==> config.mk <==
export PLATFORM = sky130hd
export DESIGN_NAME = shift_control_unit
export DESIGN_NICKNAME = d
export VERILOG_FILES = /design/src/rtl/lab2_pkg.sv /design/src/rtl/shift_control_unit.sv
export SDC_FILE = /design/constraint.sdc
export NUM_CORES = 1
export LEC_CHECK = 0
export CAP_MARGIN = 20
export CORE_AREA = 2 2 39 41
export CTS_CLUSTER_SIZE = 20
export DETAILED_ROUTE_END_ITERATION = 10
export DIE_AREA = 0 0 41 43
export PLACE_DENSITY = 0.53
export SLEW_MARGIN = 5
export SYNTH_ARGS = -nofsm -noshare
export SYNTH_HDL_FRONTEND = slang
export SYNTH_SLANG_ARGS = --single-unit
==> constraint.sdc <==
create_clock -name Clk -period 1.1 [get_ports Clk]
set_input_delay 0.165 -clock Clk [delete_from_list [all_inputs] [get_ports Clk]]
set_output_delay 0.165 -clock Clk [all_outputs]
set_load 0.005 [all_outputs]
==> src/rtl/lab2_pkg.sv <==
// -----------------------------------------------------------------------------
// lab2_pkg
// Shared definitions for the lab-2 shift datapath.
//   ctrl_state_t : sequencing states of shift_control_unit
//   REG_W        : default register width, also the default shift count
// -----------------------------------------------------------------------------
package lab2_pkg;

  typedef enum logic [1:0] {
    IDLE  = 2'd0,
    SHIFT = 2'd1,
    HOLD  = 2'd2
  } ctrl_state_t;

  localparam int REG_W = 4;

endpackage

==> src/rtl/shift_control_unit.sv <==
// -----------------------------------------------------------------------------
// shift_control_unit
// Turns operator-level controls into load/shift strobes for the two-register
// shift datapath. Each Execute runs exactly N_BITS shift cycles, then the unit
// waits in HOLD until Execute is released so a held button never re-triggers.
//
// Ports
//   Clk      : system clock, rising-edge active
//   Reset    : synchronous, active-high
//   Execute  : start an operation (level, debounced)
//   LoadA    : request parallel load of register A (honoured only in IDLE)
//   LoadB    : request parallel load of register B (honoured only in IDLE)
//   Ld_A     : load strobe to register A (combinational in IDLE)
//   Ld_B     : load strobe to register B (combinational in IDLE)
//   Shift_En : shift strobe to both registers
//   Busy     : operation in progress (SHIFT or HOLD)
//   Done     : one-cycle pulse in the first HOLD cycle
//   Bit_Cnt  : shifts completed in the current/last operation
// -----------------------------------------------------------------------------
module shift_control_unit
  import lab2_pkg::*;
#(
  parameter  int N_BITS = REG_W,
  localparam int CNT_W  = $clog2(N_BITS + 1)
) (
  input  logic             Clk,
  input  logic             Reset,
  input  logic             Execute,
  input  logic             LoadA,
  input  logic             LoadB,
  output logic             Ld_A,
  output logic             Ld_B,
  output logic             Shift_En,
  output logic             Busy,
  output logic             Done,
  output logic [CNT_W-1:0] Bit_Cnt
);

  // Counter value seen during the final shift cycle; comparing here (not at
  // N_BITS) keeps the counter from ever wrapping.
  localparam logic [CNT_W-1:0] LAST_CNT = CNT_W'(N_BITS - 1);
  localparam logic [CNT_W-1:0] CNT_ONE  = CNT_W'(1);

  ctrl_state_t      state_r;
  ctrl_state_t      next_state_s;
  logic [CNT_W-1:0] bit_cnt_r;
  logic             done_r;
  logic             last_shift_s;
  logic             ld_a_s;
  logic             ld_b_s;
  logic             shift_en_s;
  logic             busy_s;

  assign last_shift_s = (state_r == SHIFT) && (bit_cnt_r == LAST_CNT);

  // Next-state decode and strobe generation; Reset masks strobes immediately.
  always_comb begin
    next_state_s = state_r;
    ld_a_s       = 1'b0;
    ld_b_s       = 1'b0;
    shift_en_s   = 1'b0;
    busy_s       = 1'b0;
    case (state_r)
      IDLE: begin
        // Execute wins over a simultaneous load request.
        ld_a_s = LoadA & ~Execute & ~Reset;
        ld_b_s = LoadB & ~Execute & ~Reset;
        if (Execute) begin
          next_state_s = SHIFT;
        end else begin
          next_state_s = IDLE;
        end
      end
      SHIFT: begin
        shift_en_s = ~Reset;
        busy_s     = 1'b1;
        if (bit_cnt_r == LAST_CNT) begin
          next_state_s = HOLD;
        end else begin
          next_state_s = SHIFT;
        end
      end
      HOLD: begin
        busy_s = 1'b1;
        if (Execute) begin
          next_state_s = HOLD;
        end else begin
          next_state_s = IDLE;
        end
      end
      default: begin
        next_state_s = IDLE;
      end
    endcase
  end

  // State register and shift counter.
  always_ff @(posedge Clk) begin
    if (Reset) begin
      state_r   <= IDLE;
      bit_cnt_r <= {CNT_W{1'b0}};
    end else begin
      state_r <= next_state_s;
      case (state_r)
        IDLE: begin
          if (Execute) begin
            bit_cnt_r <= {CNT_W{1'b0}};
          end else begin
            bit_cnt_r <= bit_cnt_r;
          end
        end
        SHIFT: begin
          bit_cnt_r <= bit_cnt_r + CNT_ONE;
        end
        default: begin
          bit_cnt_r <= bit_cnt_r;
        end
      endcase
    end
  end

  // Done pulse: registered from the final shift cycle, so it lands in the
  // first HOLD cycle only.
  always_ff @(posedge Clk) begin
    if (Reset) begin
      done_r <= 1'b0;
    end else begin
      done_r <= last_shift_s;
    end
  end

  assign Ld_A     = ld_a_s;
  assign Ld_B     = ld_b_s;
  assign Shift_En = shift_en_s;
  assign Busy     = busy_s;
  assign Done     = done_r;
  assign Bit_Cnt  = bit_cnt_r;

endmodule
# ---- Yosys cells after proc, flatten, opt, wreduce, memory -nomap -nowiden
# Index checks and enable logic that the tools add are counted.
dict set report classes {
  n_eq_ne 4
  shifts 0
  n_addsub 1
  n_div 0
  n_mul 0
  reduce_logical 5
  order_cmp 0
  n_mux 10
  n_bitwise 6
}
# cell count
set op_table {}
lappend op_table {{$pmux W2 S3} 1}
lappend op_table {{$pmux W3 S2} 1}
lappend op_table {{$mux W1} 5}
lappend op_table {{$and A1 B1 Y1} 4}
lappend op_table {{$mux W2} 2}
lappend op_table {{$add A3 B1 Y3 const B} 1}
lappend op_table {{$eq A3 B2 Y1 const B} 1}
lappend op_table {{$mux W3} 1}
lappend op_table {{$eq A2 B1 Y1 const B} 1}
lappend op_table {{$eq A2 B2 Y1 const B} 1}
lappend op_table {{$logic_not A2 Y1} 1}
lappend op_table {{$ne A2 B2 Y1 const B} 1}
lappend op_table {{$not A1 Y1} 2}
lappend op_table {{$reduce_and A2 Y1} 1}
lappend op_table {{$reduce_bool A2 Y1} 1}
lappend op_table {{$reduce_or A2 Y1} 1}
lappend op_table {{$logic_and A1 B1 Y1} 1}
dict set report totals {
  latchBits 0
  mem_bits_rw 0
  n_memories 0
  regBits 6
  romBits 0
  inputBits 5
  word_cells 29
  out_inout_bits 8
}

# ---- Logic depth before layout (Yosys ltp)
# Gate-level depths: netlist (run 1).
dict set report depth {
  word_depth 4
  ltp_mapped 4
  ltp_nobuf 4
}

# ---- Least setup slack after synthesis (run 1)
# No wires, ideal clock.
dict set report synth_timing {
  path_type {register to register}
  start {reg bit_cnt_r[0] (netlist: Bit_Cnt[0])}
  end {reg bit_cnt_r[2] (netlist: Bit_Cnt[2])}
  path_stages_with_launch 5
  setup_ns 0.092
  path_buffers 0
  t_arrival_ns 1.153
  slack_ns -0.145
  synth_period_minus_slack_ns 1.245
  required_time_ns 1.008
  path_cell_list {dfxtp_1 ha_1 ha_1 or2_0 o32ai_1}
}
dict set report synth_between {
  elab_chain_len 2
}
# item line
set synth_rtl {}
lappend synth_rtl {{start: declaration} shift_control_unit.sv:46} ;# logic [CNT_W-1:0] bit_cnt_r;
lappend synth_rtl {{start signal: assignment} shift_control_unit.sv:101} ;# bit_cnt_r <= {CNT_W{1'b0}};
lappend synth_rtl {{start signal: assignment} shift_control_unit.sv:107} ;# bit_cnt_r <= {CNT_W{1'b0}};
lappend synth_rtl {{start signal: assignment} shift_control_unit.sv:109} ;# bit_cnt_r <= bit_cnt_r;
lappend synth_rtl {{$add A3 B1 Y3} shift_control_unit.sv:113} ;# bit_cnt_r <= bit_cnt_r + CNT_ONE;
lappend synth_rtl {{$pmux W3 S2} shift_control_unit.sv:104} ;# case (state_r)
# No other way between the ends.
# A chain may end at the register's enable or synchronous reset.

# ---- Worst setup path after layout (run 1)
dict set report layout_timing {
  start {reg state_r[0]}
  end {out Ld_A}
}
dict set report layout_between {
  elab_chain_len 2
}
# item line
set layout_rtl {}
lappend layout_rtl {{start: declaration} shift_control_unit.sv:44} ;# ctrl_state_t state_r;
lappend layout_rtl {{start signal: assignment} shift_control_unit.sv:103} ;# state_r <= next_state_s;
lappend layout_rtl {{$logic_not A2 Y1} shift_control_unit.sv:63} ;# case (state_r)
lappend layout_rtl {{$mux W1} shift_control_unit.sv:63}
lappend layout_rtl {{end: declaration} shift_control_unit.sv:31} ;# output logic Ld_A,
# No other way between the ends.

==> results of run 1 <==
worst min-delay path, delay by kind of cell (launching register included):
family	cells	cell delay (ns)
compound gates	1	0.07
buf+inv	1	0.13
simple gates	1	0.08
flops	1	0.31
repair_timing:
action | in CTS | in global routing
endpoints found under the setup margin | 14 | 11
gates resized for setup | 44 | 5
buffers inserted | 3 | 2
hold endpoints to repair | 0 | 0
pin swaps | 11 | 5
synthesized netlist by cell type:
cell and instances:
buf_6 1, or2_0 2, inv_1 4, mux2_2 1, dfxtp_1 6, o32ai_1 3
ha_1 6, a22oi_1 1, nor3_1 1, nor2b_1 1, nand2b_1 5, and2b_1 1
and3b_1 2, nand2_1 1, a211oi_1 1, and2_1 1
cell type report:
class	count	area, µm²	share of cell area (%)
Tap cell	16	20.0	2.80
Clock buffer	3	22.5	3.15
Multi-Input combinational cell	26	309	43.2
Sequential cell	6	129	18.0
Inverter	4	15.0	2.10
Timing Repair Buffer	26	220	30.8
routing by layer:
metal / track usage (%) / share of wire (%)
met4: 6.00 / 1.3
met3: 7.85 / 6.6
met1: 15.5 / 40
met2: 21.9 / 52
met5: 0 / 0
where the power goes:
part	switching [mW]	internal [mW]	leakage (nW)
sequential	0.00669	0.224	0.0513
combinational	0.0621	0.102	0.255
clock	0.0747	0.123	0.0138
total	0.144	0.449	0.320
path summary, 6_finish.rpt:
check / startpoint / to / slack [ns] / cells past startpoint
worst max-delay path: state_r[0]$_SDFF_PP0_ / Ld_A / -0.24 / 5
worst min-delay path: Bit_Cnt[2]$_SDFFE_PP0P_ / Bit_Cnt[2]$_SDFFE_PP0P_ / 0.63 / 3
worst max register to register: state_r[1]$_SDFF_PP0_ / Bit_Cnt[1]$_SDFFE_PP0P_ / -0.13 / 6
worst min register to register: Bit_Cnt[2]$_SDFFE_PP0P_ / Bit_Cnt[2]$_SDFFE_PP0P_ / 0.63 / 3
kinds of logic after synthesis:
logic type / count (synthesis) / synth area share [%]
AO/OA/AOI/OAI: 5 / 11.3
adder cells (fa/ha/maj): 6 / 20.6
buffers and inverters: 5 / 7.22
flip-flops: 6 / 33.0
multiplexers: 1 / 3.09
AND/OR/NAND/NOR: 14 / 24.7
state kept, by name (all words and copies together), names as in the netlist:
name,cells
Bit_Cnt,3
state_r,2
Done,1
metrics by stage:
step	TNS, ns	total power, mW
global placement	-2.43	0.360
finish	-1.16	0.593
detailed placement	-2.46	0.360
global route	-1.60	0.631
CTS	-1.18	0.604
floorplan	-0.135	0.286
==> results.sh, run 1 <==
export IMPL_drt_iter0_drc=2
export IMPL_syn_area_per_cell_um2=9.84
export IMPL_grt_util_all_layers_pct=14.3
export IMPL_ios=13
export IMPL_max_freq_mhz=746
export IMPL_path_buf_inv=2
export IMPL_stdcell_area_um2=716
export IMPL_clock_latency_ns=0.24
export IMPL_violations="setup timing"
export IMPL_relSlewSlack_pct=87.7
export IMPL_viasPerCell=4.49
export IMPL_skew_ns=0.000108
export IMPL_rows=14
export IMPL_crit_path_max_incr_delay_ns=0.33
export IMPL_finalNetCount=78
export IMPL_layout_drive_gt1_share_pct=61.5
export IMPL_hold_viol=0
export IMPL_ys_types=16
export IMPL_worstPathArrival_ns=1.18
export IMPL_cts_hold_fix_buffers=0
export IMPL_hp_class="reg2reg"
export IMPL_cp_start_kind="register"
export IMPL_yosys_warnings=0
export IMPL_crit_type="reg2out"
export IMPL_antenna_found_initial=0
export IMPL_synth_area_leader_cell="dfxtp_1"
export IMPL_ys_ff_latch=6
export IMPL_post_route_util_pct=51.7
export IMPL_synth_nets=48
export IMPL_vias=364
export IMPL_numCtsBuffers=3
export IMPL_hold_ws_ns=0.633
export IMPL_setup_viol=9
export IMPL_postSynthCellCount=37
export IMPL_port_buffer_count=12
export IMPL_seq_area_frac_synth_pct=33.0
export IMPL_die_w_um=41
export IMPL_nFillCells=131
export IMPL_worst_slew_pin_slew_ns=0.185
export IMPL_final_cells=81
export IMPL_syn2layout_area_growth_pct=96.6
export IMPL_place_gp_congestion=0.676
export IMPL_rsz0062_at_grt="true"
export IMPL_root_buffer="clkbuf_4"
export IMPL_clk_path_buf_depth=2
export IMPL_slew_viol_final=0
export IMPL_cts_tree="yes"
export IMPL_placed_area_um2=589
export IMPL_grt_pass1_wl_mm=1.61
export IMPL_crit_chain="inv_2 -> ha_4 -> nor2b_4 -> and3b_1 -> buf_2"
export IMPL_dieHeight_um=43
export IMPL_cp_required_ns=0.94
export IMPL_routed_wirelength_um=957
export IMPL_critPathTopFamily="flip-flops"
export IMPL_diodes=0
export IMPL_syn_cell_area_um2=364
export IMPL_layout_common_cells="10 x buf_4, 5 x nand2b_1, 5 x buf_6"
export IMPL_dpl_cell_count=76
export IMPL_fin_crit_ns=1.34
export IMPL_outcome="finished with violations"
export IMPL_cp_max_fo=3
export IMPL_p_leak_nw=0.320
export IMPL_drc_errors=0
export IMPL_path_clk_slew_ns=0.04
export IMPL_die_area_um2=1760
export IMPL_ant_nets=0
export IMPL_ir_worst_vdd_v=0.000626
export IMPL_h_tree_depth=1
export IMPL_grt_overflow_total=0
export IMPL_end_kind="output port"
export IMPL_setup_ws_ns=-0.240
export IMPL_grt_pass1_vias=363
export IMPL_min_period_over_period_pct=122
export IMPL_wire_per_inst_um=11.8
export IMPL_timing_max_cap_violations=0
export IMPL_slowest_stage="dfxtp_2"
export IMPL_powerDensity_nw_per_um2=828
export IMPL_synthTopCellsByArea="dfxtp_1 33%, ha_1 21%, nand2b_1 8.6%"
export IMPL_grt_max_degree=9
export IMPL_preCtsSetupSlack_ns=-0.482
export IMPL_core_area_um2=1380
export IMPL_clock_sinks=6
export IMPL_dp_hpwl_um=640
export IMPL_start_util_pct=26.3
export IMPL_dr_pass1_iters=4
export IMPL_mostFrequentLayoutCell="buf_4"
export IMPL_synth_top_area_share_pct=33.0
No activity file was read; power rests on OpenSTA's default activity.
==> inputs of run 2 (changes only) <==
TNS_END_PERCENT = 10   (was not set)
==> run 2 against run 1 <==
Against the previous run: the flow still finishes with violations (setup timing); clock skew is 0.0068 ns higher; critical path depth stayed put; register-to-register slack worse by 0.07 ns; wire length is 6.9% lower; non-clock buffer count is 1 higher; first-iteration DRC count is 50% higher; hold slack worse by 0.020 ns; cell count is 1.2% higher; sequential share of layout area is 0.41 points higher; combinational power is 6% lower; global-route usage is 2.1 points lower; die area stayed put; critical endpoint is now Ld_B.
==> results.sh, run 2 (synthesis gave the netlist of run 1 again) <==
export IMPL_outcome="finished with violations"
export IMPL_violations="setup timing"
export IMPL_dp_hpwl_um=615
export IMPL_critPathTopFamily="flip-flops"
export IMPL_clock_sinks=6
export IMPL_final_cells=82
export IMPL_hp_class="reg2reg"
export IMPL_clk_path_buf_depth=2
export IMPL_routed_wirelength_um=891
export IMPL_crit_chain="inv_2 -> ha_4 -> nor2b_4 -> and3b_1 -> buf_2"
export IMPL_fin_crit_ns=1.36
export IMPL_max_freq_mhz=737
export IMPL_setup_viol=9
export IMPL_antenna_found_initial=0
export IMPL_timing_max_cap_violations=0
export IMPL_vias=366
export IMPL_powerDensity_nw_per_um2=865
export IMPL_drc_errors=0
export IMPL_p_leak_nw=0.317
export IMPL_layout_drive_gt1_share_pct=56.1
export IMPL_root_buffer="clkbuf_4"
export IMPL_syn2layout_area_growth_pct=86.6
export IMPL_grt_pass1_vias=349
export IMPL_ir_worst_vdd_v=0.000568
export IMPL_die_w_um=41
export IMPL_cp_startpoint="state_r[0]$_SDFF_PP0_"
export IMPL_rows=14
export IMPL_rsz0062_at_grt="true"
export IMPL_viasPerCell=4.46
export IMPL_r2r_start="state_r[0]$_SDFF_PP0_"
export IMPL_cts_hold_fix_buffers=0
export IMPL_highest_layer="met4"
export IMPL_slew_viol_final=0
export IMPL_hold_viol=0
export IMPL_port_buffer_count=12
export IMPL_core_area_um2=1380
export IMPL_clock_latency_ns=0.24
export IMPL_largest_reg_flops=3
export IMPL_preCtsSetupSlack_ns=-0.547
export IMPL_finalNetCount=79
export IMPL_cts_tree="yes"
export IMPL_cp_start_kind="register"
export IMPL_setup_ws_ns=-0.256
export IMPL_skew_ns=0.00695
export IMPL_hp_start="Bit_Cnt[2]$_SDFFE_PP0P_"
export IMPL_layout_common_cells="14 x buf_4, 5 x nand2b_1, 4 x dfxtp_2, 4 x clkdlybuf4s50_1"
export IMPL_grt_pass1_wl_mm=1.41
export IMPL_nFillCells=130
export IMPL_dr_pass1_iters=2
export IMPL_route_met3_wl_um=53
export IMPL_wire_per_inst_um=10.9
export IMPL_worstPathArrival_ns=1.19
export IMPL_cp_required_ns=0.94
export IMPL_numCtsBuffers=3
export IMPL_dieHeight_um=43
export IMPL_path_buf_inv=2
export IMPL_m1WireLength_um=402
export IMPL_worst_slew_pin_slew_ns=0.207
export IMPL_hold_ws_ns=0.613
export IMPL_timing_setup_tns_ns=-1.34
export IMPL_place_gp_congestion=0.695
export IMPL_finalPower_mw=0.588
export IMPL_relSlewSlack_pct=86.1
export IMPL_grt_overflow_total=0
export IMPL_mostFrequentLayoutCell="buf_4"
export IMPL_start_util_pct=26.3
export IMPL_min_period_over_period_pct=123
export IMPL_grt_max_degree=9
export IMPL_slowest_stage="dfxtp_2"
export IMPL_end_kind="output port"
export IMPL_met2_length_um=423
export IMPL_path_clk_slew_ns=0.04
export IMPL_ant_nets=0
export IMPL_dpl_cell_count=75
export IMPL_diodes=0
export IMPL_crit_type="reg2out"
export IMPL_cp_max_fo=3
export IMPL_drt_iter0_drc=3
export IMPL_h_tree_depth=1
export IMPL_grt_util_all_layers_pct=12.2
export IMPL_ios=13
export IMPL_die_area_um2=1760
export IMPL_crit_path_max_incr_delay_ns=0.33
==> run 2: per-layer routing <==
| metal | track usage [%] | vias to the layer above |
|---|---|---|
| met5 | 0 | - |
| met4 | 8.00 | 0 |
| met3 | 4.71 | 2 |
| met2 | 15.6 | 8 |
| met1 | 16.1 | 169 |
| li1 | - | 187 |
==> run 2: worst paths after layout <==
kind | end | slack, ns | depth (start not counted)
hold reg to reg | Bit_Cnt[2]$_SDFFE_PP0P_ | 0.61 | 3
setup / recovery | Ld_B | -0.26 | 5
hold / removal | Bit_Cnt[2]$_SDFFE_PP0P_ | 0.61 | 3
setup reg to reg | Bit_Cnt[2]$_SDFFE_PP0P_ | -0.20 | 6
==> run 2: report_power, final <==
group	total, mW	internal [mW]	switching (mW)
logic	0.154	0.0937	0.0604
registers	0.231	0.226	0.00459
clock network	0.203	0.123	0.0796
==> run 2: final cells by class <==
type | count | area, µm² | area share [%]
multi-input cells | 26 | 275 | 40.5
repair buffers | 27 | 221 | 32.6
flip-flops and latches | 6 | 125 | 18.4
clock buffers | 3 | 22.5 | 3.31
well taps | 16 | 20.0 | 2.95
inverters | 4 | 15.0 | 2.21
==> run 2: worst register-to-register path: cells and delay by family (launching register included) <==
family	cells	cell delay, ns
mux	1	0.31
compound gates	1	0.11
flops	1	0.33
buf+inv	3	0.30
fa+ha+maj	1	0.15
==> run 2: what timing repair did <==
action,CTS,global route
endpoints found under the setup margin,14,10
pin swaps,4,4
gates resized for setup,39,2
buffers inserted,1,3
==> run 2: stage by stage <==
step / instance area, µm² / utilization (%)
after floorplan: 365 / -
final: 679 / 49.1
after detailed placement: 577 / 41.7
after global routing: 679 / 49.1
after CTS: 644 / 46.6
after global placement: 577 / 41.7
==> inputs of run 3 (changes only) <==
ABC_AREA = 1   (was not set)
REMOVE_ABC_BUFFERS = 1   (was not set)
==> run 3 against run 2 <==
Against the previous run: the flow still finishes with violations (setup timing); wire length decreased by 11%; critical path depth is 1 higher; maximum frequency up 6.9%; combinational power about the same; critical endpoint is now Shift_En; largest cell class unchanged.
==> results.sh, run 3 <==
export IMPL_outcome="finished with violations"
export IMPL_violations="setup timing"
export IMPL_rows=14
export IMPL_start_util_pct=25.9
export IMPL_p_leak_nw=0.330
export IMPL_path_clk_slew_ns=0.05
export IMPL_drt_iter0_drc=4
export IMPL_cp_required_ns=0.94
export IMPL_max_freq_mhz=788
export IMPL_cts_tree="yes"
export IMPL_yosys_warnings=0
export IMPL_mostFrequentLayoutCell="buf_4"
export IMPL_drc_errors=0
export IMPL_syn2layout_area_growth_pct=76.3
export IMPL_setup_ws_ns=-0.168
export IMPL_seq_area_frac_synth_pct=33.4
export IMPL_grt_overflow_total=0
export IMPL_clock_latency_ns=0.25
export IMPL_synth_area_leader_cell="dfxtp_1"
export IMPL_hp_class="reg2reg"
export IMPL_yosys_top_cells_count="7 x inv_1, 7 x nand2_1, 6 x dfxtp_1, 6 x ha_1"
export IMPL_fin_crit_ns=1.27
export IMPL_ant_nets=0
export IMPL_slew_viol_final=0
export IMPL_grt_util_all_layers_pct=11.4
export IMPL_viasPerCell=4.15
export IMPL_reg2reg_depth=9
export IMPL_skew_ns=0.00828
export IMPL_worstPathArrival_ns=1.10
export IMPL_dp_hpwl_um=614
export IMPL_ys_ff_latch=6
export IMPL_nFillCells=149
export IMPL_synth_edf_count=0
export IMPL_postSynthCellCount=45
export IMPL_numCtsBuffers=3
export IMPL_async_flop_share_pct=0
export IMPL_ys_flop_type="dfxtp_1"
export IMPL_powerDensity_nw_per_um2=923
export IMPL_place_gp_congestion=0.678
export IMPL_min_period_over_period_pct=115
export IMPL_die_area_um2=1760
export IMPL_end_kind="output port"
export IMPL_ys_types=14
export IMPL_grt_max_degree=6
export IMPL_die_w_um=41
export IMPL_synth_top_area_share_pct=33.4
export IMPL_clock_sinks=6
export IMPL_layout_drive_gt1_share_pct=47.9
export IMPL_syn_area_per_cell_um2=7.98
export IMPL_grt_pass1_wl_mm=1.29
export IMPL_dr_pass1_iters=3
export IMPL_core_area_um2=1380
export IMPL_antenna_found_initial=0
export IMPL_relSlewSlack_pct=88.7
export IMPL_cts_hold_fix_buffers=0
export IMPL_rsz0062_at_grt="true"
export IMPL_layout_common_cells="12 x buf_4, 6 x nand2_1"
export IMPL_wire_per_inst_um=9.10
export IMPL_hold_ws_ns=0.492
export IMPL_grt_pass1_vias=341
export IMPL_timing_setup_tns_ns=-0.568
export IMPL_vias=361
export IMPL_hold_viol=0
export IMPL_hold_depth=2
export IMPL_finalNetCount=84
export IMPL_setup_viol=7
export IMPL_crit_type="reg2out"
export IMPL_cp_start_kind="register"
export IMPL_worst_slew_pin_slew_ns=0.169
export IMPL_dieHeight_um=43
export IMPL_largest_reg_flops=3
export IMPL_diodes=0
export IMPL_ios=13
export IMPL_routed_wirelength_um=792
export IMPL_root_buffer="clkbuf_4"
export IMPL_port_buffer_count=12
export IMPL_cp_max_fo=2
export IMPL_timing_max_cap_violations=0
export IMPL_syn_cell_area_um2=359
export IMPL_clk_path_buf_depth=2
export IMPL_ir_worst_vdd_v=0.000403
export IMPL_synthTopCellsByArea="dfxtp_1 33%, ha_1 21%, inv_1 7.3%"
export IMPL_h_tree_depth=1
[run 3: metrics by stage]
step	total power [mW]	cells	utilization, %	instance area [µm²]	setup slack (ns)
4_1_cts	0.591	86	45.2	626	-0.181
3_3_place_gp	0.368	83	41.2	571	-0.486
3_5_place_dp	0.368	83	41.2	571	-0.497
6_report	0.584	87	45.8	633	-0.168
5_1_grt	0.629	87	45.8	633	-0.244
2_1_floorplan	0.283	44	-	348	0.0246
[run 3: cell families (layout without fill, tap and decap cells)]
logic type	Yosys count	in the layout	synth area share, %
AOI/OAI and AO/OA	5	5	8.71
adders and majority gates	6	6	20.9
and+or+nand+nor	19	19	25.4
buffers and inverters	9	35	11.5
DFF	6	6	33.5
[run 3: metal layers]
layer | vias up | track usage [%] | part of all wire (%)
met5 | - | 0 | 0
met4 | 0 | 6.00 | 0
met3 | 0 | 7.85 | 8.5
met2 | 11 | 17.8 | 52
met1 | 157 | 10.3 | 39
li1 | 193 | - | -
[run 3: final cells by class]
type / instances / area [µm²] / share of cell area [%]
Tap cell: 16 / 20.0 / 3.16
Timing Repair Buffer: 24 / 191 / 30.2
Multi-Input combinational cell: 30 / 245 / 38.7
Sequential cell: 6 / 124 / 19.6
Clock buffer: 3 / 22.5 / 3.56
Inverter: 8 / 30.0 / 4.74
[run 3: path summary, 6_finish.rpt]
kind	startpoint	endpoint	slack [ns]
setup / recovery	state_r[1]$_SDFF_PP0_	Shift_En	-0.17
hold / removal	Bit_Cnt[1]$_SDFFE_PP0P_	Bit_Cnt[1]$_SDFFE_PP0P_	0.49
setup reg to reg	state_r[1]$_SDFF_PP0_	Bit_Cnt[0]$_SDFFE_PP0P_	-0.05
hold reg to reg	Bit_Cnt[1]$_SDFFE_PP0P_	Bit_Cnt[1]$_SDFFE_PP0P_	0.49
[run 3: critical path: stages (launching register included)]
cell and delay, ns:
dfxtp_2 0.33, inv_2 0.05, buf_4 0.13, ha_4 0.15, inv_2 0.05, nor2_1 0.04
buf_2 0.12
[run 3: power breakdown]
group	internal [mW]	switching, mW	leakage (nW)	total, mW
clock network	0.123	0.0775	0.0138	0.201
logic	0.0889	0.0629	0.266	0.152
registers	0.227	0.00494	0.0499	0.232
[run 3: timing repair]
item | CTS | global route
endpoints found under the setup margin | 13 | 9
buffers inserted | 0 | 1
pin swaps | 3 | 1
resized for setup | 36 | 0
cloned | 0 | 0
